**src/rtl/alu_pkg.sv**
```systemverilog
// rtl/alu_pkg.sv - ALU function codes, sequencer state encoding and op classification helpers
package alu_pkg;

  localparam int OP_W = 4;

  localparam logic [OP_W-1:0] OP_NOP = 4'b0000;
  localparam logic [OP_W-1:0] OP_MUL = 4'b0001;
  localparam logic [OP_W-1:0] OP_DIV = 4'b0010;
  localparam logic [OP_W-1:0] OP_ROR = 4'b1000;
  localparam logic [OP_W-1:0] OP_ROL = 4'b1001;
  localparam logic [OP_W-1:0] OP_SLL = 4'b1010;
  localparam logic [OP_W-1:0] OP_SLR = 4'b1011;
  localparam logic [OP_W-1:0] OP_OR  = 4'b1100;
  localparam logic [OP_W-1:0] OP_AND = 4'b1101;
  localparam logic [OP_W-1:0] OP_SUB = 4'b1110;
  localparam logic [OP_W-1:0] OP_ADD = 4'b1111;

  typedef enum logic [1:0] {
    ST_IDLE    = 2'd0,
    ST_EXEC    = 2'd1,
    ST_CAPTURE = 2'd2,
    ST_RESP    = 2'd3
  } state_t;

  function automatic logic is_muldiv(input logic [OP_W-1:0] op);
    return (op == OP_MUL) || (op == OP_DIV);
  endfunction

  // Codes 0011..0111 are unassigned and are rejected without touching the ALU.
  function automatic logic is_valid_op(input logic [OP_W-1:0] op);
    return !((op >= 4'b0011) && (op <= 4'b0111));
  endfunction

endpackage

```
**src/rtl/alu_latency_counter.sv**
```systemverilog
// rtl/alu_latency_counter.sv - loadable down-counter timing how long an op stays in EXEC
module alu_latency_counter #(
  parameter int WIDTH = 3
) (
  input  logic             clk,
  input  logic             rst,
  input  logic             load,
  input  logic [WIDTH-1:0] load_value,
  input  logic             en,
  output logic             done
);

  logic [WIDTH-1:0] count;

  always_ff @(posedge clk) begin
    if (rst) begin
      count <= '0;
    end else if (load) begin
      count <= load_value;
    end else if (en && (count != '0)) begin
      count <= count - 1'b1;
    end
  end

  assign done = (count == '0);

endmodule

```
**src/rtl/alu_sequencer.sv**
```systemverilog
// rtl/alu_sequencer.sv - issue/writeback controller driving the combinational ALU
module alu_sequencer
  import alu_pkg::*;
#(
  parameter int REG_DATA_WIDTH    = 16,
  parameter int ALU_CONTROL_WIDTH = 4,
  parameter int REG_ADDR_WIDTH    = 4,
  parameter int MULDIV_CYCLES     = 4
) (
  input  logic                         clk,
  input  logic                         rst,
  input  logic                         req_valid,
  output logic                         req_ready,
  input  logic [ALU_CONTROL_WIDTH-1:0] req_op,
  input  logic [REG_DATA_WIDTH-1:0]    req_a,
  input  logic [REG_DATA_WIDTH-1:0]    req_b,
  input  logic [REG_ADDR_WIDTH-1:0]    req_rd,
  output logic [REG_DATA_WIDTH-1:0]    alu_a,
  output logic [REG_DATA_WIDTH-1:0]    alu_b,
  output logic [ALU_CONTROL_WIDTH-1:0] alu_control,
  input  logic [REG_DATA_WIDTH-1:0]    alu_r,
  input  logic [REG_DATA_WIDTH-1:0]    alu_s,
  input  logic                         alu_exc,
  output logic                         wb_valid,
  output logic [REG_ADDR_WIDTH-1:0]    wb_rd,
  output logic [REG_DATA_WIDTH-1:0]    wb_data,
  output logic                         wb_s_en,
  output logic [REG_DATA_WIDTH-1:0]    wb_s_data,
  output logic                         exc_out,
  output logic                         busy
);

  localparam int CNT_W = $clog2(MULDIV_CYCLES + 1);
  localparam logic [CNT_W-1:0] MULDIV_LOAD = CNT_W'(MULDIV_CYCLES - 1);

  state_t state, state_next;

  logic [ALU_CONTROL_WIDTH-1:0] op_q;
  logic [REG_DATA_WIDTH-1:0]    a_q, b_q, r_q, s_q;
  logic [REG_ADDR_WIDTH-1:0]    rd_q;
  logic                         exc_q, s_en_q;

  logic             accept, early_exc, cnt_done;
  logic [CNT_W-1:0] cnt_load_value;

  assign accept    = req_valid && (state == ST_IDLE);
  // Zero divisors and unassigned codes fail at accept so the ALU never sees them.
  assign early_exc = !is_valid_op(req_op) || ((req_op == OP_DIV) && (req_b == '0));
  assign cnt_load_value = is_muldiv(req_op) ? MULDIV_LOAD : '0;

  alu_latency_counter #(
    .WIDTH(CNT_W)
  ) u_latency (
    .clk       (clk),
    .rst       (rst),
    .load      (accept),
    .load_value(cnt_load_value),
    .en        (state == ST_EXEC),
    .done      (cnt_done)
  );

  always_ff @(posedge clk) begin
    if (rst) begin
      state  <= ST_IDLE;
      op_q   <= '0;
      a_q    <= '0;
      b_q    <= '0;
      rd_q   <= '0;
      r_q    <= '0;
      s_q    <= '0;
      exc_q  <= 1'b0;
      s_en_q <= 1'b0;
    end else begin
      state <= state_next;
      if (accept) begin
        op_q   <= req_op;
        a_q    <= req_a;
        b_q    <= req_b;
        rd_q   <= req_rd;
        exc_q  <= early_exc;
        s_en_q <= 1'b0;
      end
      if (state == ST_CAPTURE) begin
        r_q    <= (op_q == OP_NOP) ? '0 : alu_r;
        s_q    <= alu_s;
        exc_q  <= alu_exc;
        s_en_q <= is_muldiv(op_q) && !alu_exc;
      end
    end
  end

  always_comb begin
    state_next  = state;
    req_ready   = 1'b0;
    busy        = 1'b1;
    alu_a       = '0;
    alu_b       = '0;
    alu_control = OP_NOP;
    wb_valid    = 1'b0;
    wb_s_en     = 1'b0;
    exc_out     = 1'b0;
    case (state)
      ST_IDLE: begin
        req_ready = 1'b1;
        busy      = 1'b0;
        if (req_valid) begin
          state_next = early_exc ? ST_RESP : ST_EXEC;
        end
      end
      ST_EXEC: begin
        alu_a       = a_q;
        alu_b       = b_q;
        alu_control = op_q;
        if (cnt_done) begin
          state_next = ST_CAPTURE;
        end
      end
      ST_CAPTURE: begin
        alu_a       = a_q;
        alu_b       = b_q;
        alu_control = op_q;
        state_next  = ST_RESP;
      end
      ST_RESP: begin
        wb_valid   = !exc_q;
        wb_s_en    = !exc_q && s_en_q;
        exc_out    = exc_q;
        state_next = ST_IDLE;
      end
      default: state_next = ST_IDLE;
    endcase
  end

  assign wb_rd     = rd_q;
  assign wb_data   = r_q;
  assign wb_s_data = s_q;

endmodule

```
**config.mk**
```make
export PLATFORM = sky130hd
export DESIGN_NAME = alu_sequencer
export DESIGN_NICKNAME = d
export VERILOG_FILES = /design/src/rtl/alu_pkg.sv /design/src/rtl/alu_latency_counter.sv /design/src/rtl/alu_sequencer.sv
export SDC_FILE = /design/constraint.sdc
export NUM_CORES = 1
export LEC_CHECK = 0
export CAP_MARGIN = 20
export CORE_MARGIN = 2
export CORE_UTILIZATION = 45
export CTS_CLUSTER_DIAMETER = 100
export DETAILED_ROUTE_END_ITERATION = 6
export DONT_BUFFER_PORTS = 1
export GPL_ROUTABILITY_DRIVEN = 0
export SYNTH_ARGS = -nofsm -noshare
export SYNTH_HDL_FRONTEND = slang
export SYNTH_SLANG_ARGS = --single-unit
```
**constraint.sdc**
```tcl
create_clock -name clk -period 3.9 [get_ports clk]
set_input_delay 1.17 -clock clk [delete_from_list [all_inputs] [get_ports clk]]
set_output_delay 1.17 -clock clk [all_outputs]
set_load 0.05 [all_outputs]
```
After elaboration in Yosys (flattened, before gate mapping):

Index checks and enable logic that the tools add are counted.

* flip-flop bits (word level): 79
* input bits: 76

* reductions and logical operators: 20
* add/subtract/negate cells: 1
* muxes and demuxes: 20
* equal/unequal tests: 9
* magnitude comparators: 2

Operator list (count)
* $mux 16: 3
* $logic_not 16->1: 1
* $mux 1: 9
* $eq 4x1->1 const B: 2
* $eq 4x2->1 const B: 2
* $mux 2: 4
* $pmux 2 s4: 1
* $logic_and 1x1->1: 6
* $mux 3: 2
* $eq 2x2->1 const B: 2
* $ge 4x2->1 const B: 1
* $le 4x3->1 const B: 1
* $logic_not 4->1: 1
* $mux 4: 1
* $ne 2x2->1 const B: 2
* $reduce_bool 2->1: 2
* $logic_not 3->1: 1
* $logic_or 1x1->1: 3
* $reduce_bool 3->1: 1
* $sub 3x1->3 const B: 1
* $eq 2x1->1 const B: 1
* $logic_not 1->1: 2
* $logic_not 2->1: 1
* $reduce_and 2->1: 1
* $reduce_or 2->1: 1

Depth between registers and ports, before layout:

* depth after elaboration: 6
* mapped depth: 7
* depth with buffers taken out: 6

Hierarchy:

From an unflattened synthesis, not the netlist that was laid out.

* cells, all modules: 400
* area total of the unflattened synthesis: 3301.9 µm²

By module, submodules not included
* alu_sequencer: sequential area each 1521.5 µm², cells an instance 379, times used 1, area an instance 3119.2 µm²
* alu_latency_counter: sequential area each 60.1 µm², cells an instance 21, times used 1, area an instance 182.7 µm²

Least setup slack after synthesis:

No wires, ideal clock.

* path type: reg2out
* start point: register state[0]
* end point: output wb_s_en
* required time: 2.730 ns
* slack: 0.943 ns
* stages on the path, launching flop included: 4
* arrival time: 1.787 ns
* cell sequence: dfxtp_1 ha_1 nor2b_1 and2_1

* longest elaborated chain between the ends: 2

Ends and longest elaborated chain
* from (decl): line alu_sequencer.sv:36 `state_t state, state_next;`
* from (signal assigned): line alu_sequencer.sv:74 `state <= state_next;`
* $eq 2x2->1: line alu_sequencer.sv:102 `case (state)`
* $mux 1: line alu_sequencer.sv:102
* to (decl): line alu_sequencer.sv:27 `output logic wb_s_en,`

Every way passes these cells.

Final worst setup path:

* start point: register state[0]
* end point: output alu_control[3]

* longest elaborated chain between the ends: 3

Ends and longest elaborated chain
* $eq 2x2->1 / $eq 2x1->1 (equally long branches): line alu_sequencer.sv:102
* $reduce_or 2->1 (no source line) (*)
* $mux 4 (*): line alu_sequencer.sv:102
* to (decl): line alu_sequencer.sv:20 `output logic [ALU_CONTROL_WIDTH-1:0] alu_control,`

Mark *: on every way between the ends. The rest lies on a longest branch, timed or not.

==> metrics.txt <==
status complete, no violations; r2r setup slk 1.77 ns; Worst Path Arrival 2.29 ns; FF-to-FF path depth 6; pwr dens 798 mW/mm2; Seq/Total Area, Yosys 48.1%; wire per inst between 15 and 20 um; post-CTS setup buffer count 0; Clk network pwr share 26.0%; CTS Hold Buffers Added 0; Inserted Clock Buffers 9; Worst-Skew Late Latency 0.35 ns; Max FO, Critical Path 37; min cycle time layout between 3 and 4 ns; Worst Hold Slack about 0.44 ns; FFs w/ async S/R, synth 0%; Synth area leaders dfxtp_1 (48%), a21oi_1 (9.3%), nand2_1 (9.2%); Core Util, Final 49.8%; initial antenna violation count 0; Final Max Slew Viols 0; vias in the first global route 2282; Synth Instances 399; Detailed Route WL 7.45 mm; Core Region 0.00718 mm2; Yosys warning count 0; internal power about 1600 uW; r2r endpoint state[1]; Design Area, Final 0.00357 mm2; GRT Overall Usage 17.5%; Post-Syn Area approximately 0.0033 mm2; worst IR drop on VDD 0.350 mV; Clock Skews 0.00976 ns; Max Freq just under 0.3 GHz; Congestion Overflow GR 0; synth unique cells 32; worst hold path type register to register; syn_nets just under 500; CP Data Required Time between 2 and 3 ns; Logic pwr share 30.2%; placed inst area 0.00333 mm2; routed via count 2550; cell depth of the worst min-delay path 2; Tcrit/Tclk final between 80% and 90%; nature of the critical path startpoint register; ANT cells 0; CTS H-tree depth 3; # nets final 470; die height 89.5 um; Final ANT Viol Nets 0; Worst setup EP type output port; Die X 89.5 um; WS Path Type register to output port; count leader, synth nand2_1; worst r2r src state[0]; die area 0.00801 mm2; CTS Buffer Depth 2; Least-Margin Pin Slew between 0.8 and 0.9 ns; clock transition at the registers of the reported paths roughly 0.090 ns; Hold EP a_q[14]; Port Buffers 0; Sw Pwr 1210 uW; setup tns final 0 ns; Avg Synthesized Cell Area 8.24 um2; first-pass GRT wire length ~11 mm; sequential share of power 43.8%; beginning of the worst hold path a_q[14]; Initial Utilization 45.8%; RSZ-0062 raised after global routing no; Commonest cells post-synth nand2_1 (81), dfxtp_1 (79), a21oi_1 (61), and2_1 (40), nor2_1 (37); TritonCTS Sinks 79; largest net degree at the start of global routing 78; CTS tree built; detailed placement HPWL 5.07 mm; Hold Vio Cnt, Final 0; DR pass1 iterations 4; IO Pins 153; Slew HR 40.4%; Post-CTS Resized 0; max-cap viol count 0; synthesis-to-layout area growth 8.60%; residual DRC count 0; vias per cell 5.19; LEAKAGE 0.00137 uW; EDFF count, synth 0; DP Cell Count 475; Most used DFF post-synth dfxtp_1; Sw Ratio 42.6%; Final Setup Violations 0; Yosys reg bits 79; cell row count 31; layout cells sized above 1 5.87%; 1st-iter DRT viols 55; Synth area leader dfxtp_1; Finished Layout Cells 491; Root Buffer clkbuf_8; area share of the largest cell type after synthesis 48.1%
==> power groups by stage <==
stage	Combinational, uW	Sequential [uW]	Clock [uW]
after floorplan	779	1240	0
after detailed placement	868	1270	0
after global placement	842	1270	0
after global routing	954	1270	787
final	860	1250	741
after CTS	868	1250	759
==> through the flow <==
stage	worst slack, ns	total power (uW)
2_1_floorplan	0.943	2020
3_3_place_gp	0.976	2110
3_5_place_dp	0.841	2130
4_1_cts	0.448	2880
5_1_grt	0.267	3010
6_report	0.443	2850
==> critical path, cell delays in order (launching register included) <==
cell and delay, ns:
dfxtp_1 0.39, inv_1 0.10, ha_1 0.88, and2_1 0.56
==> per-layer routing <==
layer	vias up	GRT usage [%]	routed length (um)
li1	1268	-	-
met1	1156	20.1	3130
met2	116	28.6	3390
met3	10	7.29	803
met4	0	7.73	121
met5	-	0	0
==> cells by family (layout without fill, tap and decap cells) <==
group,after synthesis,after routing,share of synthesized area [%]
flops,79,79,48.1
xor+xnor,3,3,0.799
buf+inv,33,26,4.34
simple gates,192,192,27.7
compound gates,68,68,11.3
mux,17,17,5.21
fa+ha+maj,7,7,2.66
==> how the worst max path moves through the flow <==
stage | startpoint | end | depth (start not counted)
after floorplan | state[0] | wb_s_en | 3
after detailed placement | state[0] | alu_control[0] | 3
after global placement | state[0] | alu_a[11] | 3
after CTS | state[0] | alu_control[0] | 3
final | state[0] | alu_control[3] | 3
after global routing | state[0] | alu_control[0] | 3
==> sequential cells by signal, summed over array words and instances, names as in the netlist <==
| register | flops |
|---|---|
| wb_data | 16 |
| exc_q | 1 |
| s_en_q | 1 |
| op_q | 4 |
| a_q | 16 |
| wb_rd | 4 |
| state | 2 |
| b_q | 16 |
| u_latency.count | 3 |
| wb_s_data | 16 |
==> layout by cell type, fill, tap and decap left out, types with 2 or more instances in the layout <==
master      synthesis  layout
and2_1             40      40
buf_4               0       4
ha_1                7       6
a211oi_1            2       2
o221a_2             2       2
nor3_1              2       2
clkinvlp_4          0       2
clkbuf_8            0      10
mux2i_1            16      16
dfxtp_1            79      79
a21oi_1            61      61
xnor2_1             2       2
nand2b_1            2       2
nor2_1             37      37
nand2_1            81      81
nor4_1              4       4
and3_1              2       2
bufinv_16           0       3
nor2b_1            17      17
inv_1               6       6
==> layout make-up <==
class,count,area (um2)
inverters,6,22.5
fillers,698,3600
clock buffers,11,141
repair buffers,4,30.0
well taps,99,124
flip-flops and latches,79,1580
clock inverters,5,105
multi-input cells,287,1570
Power figures use the tool's default switching activity.
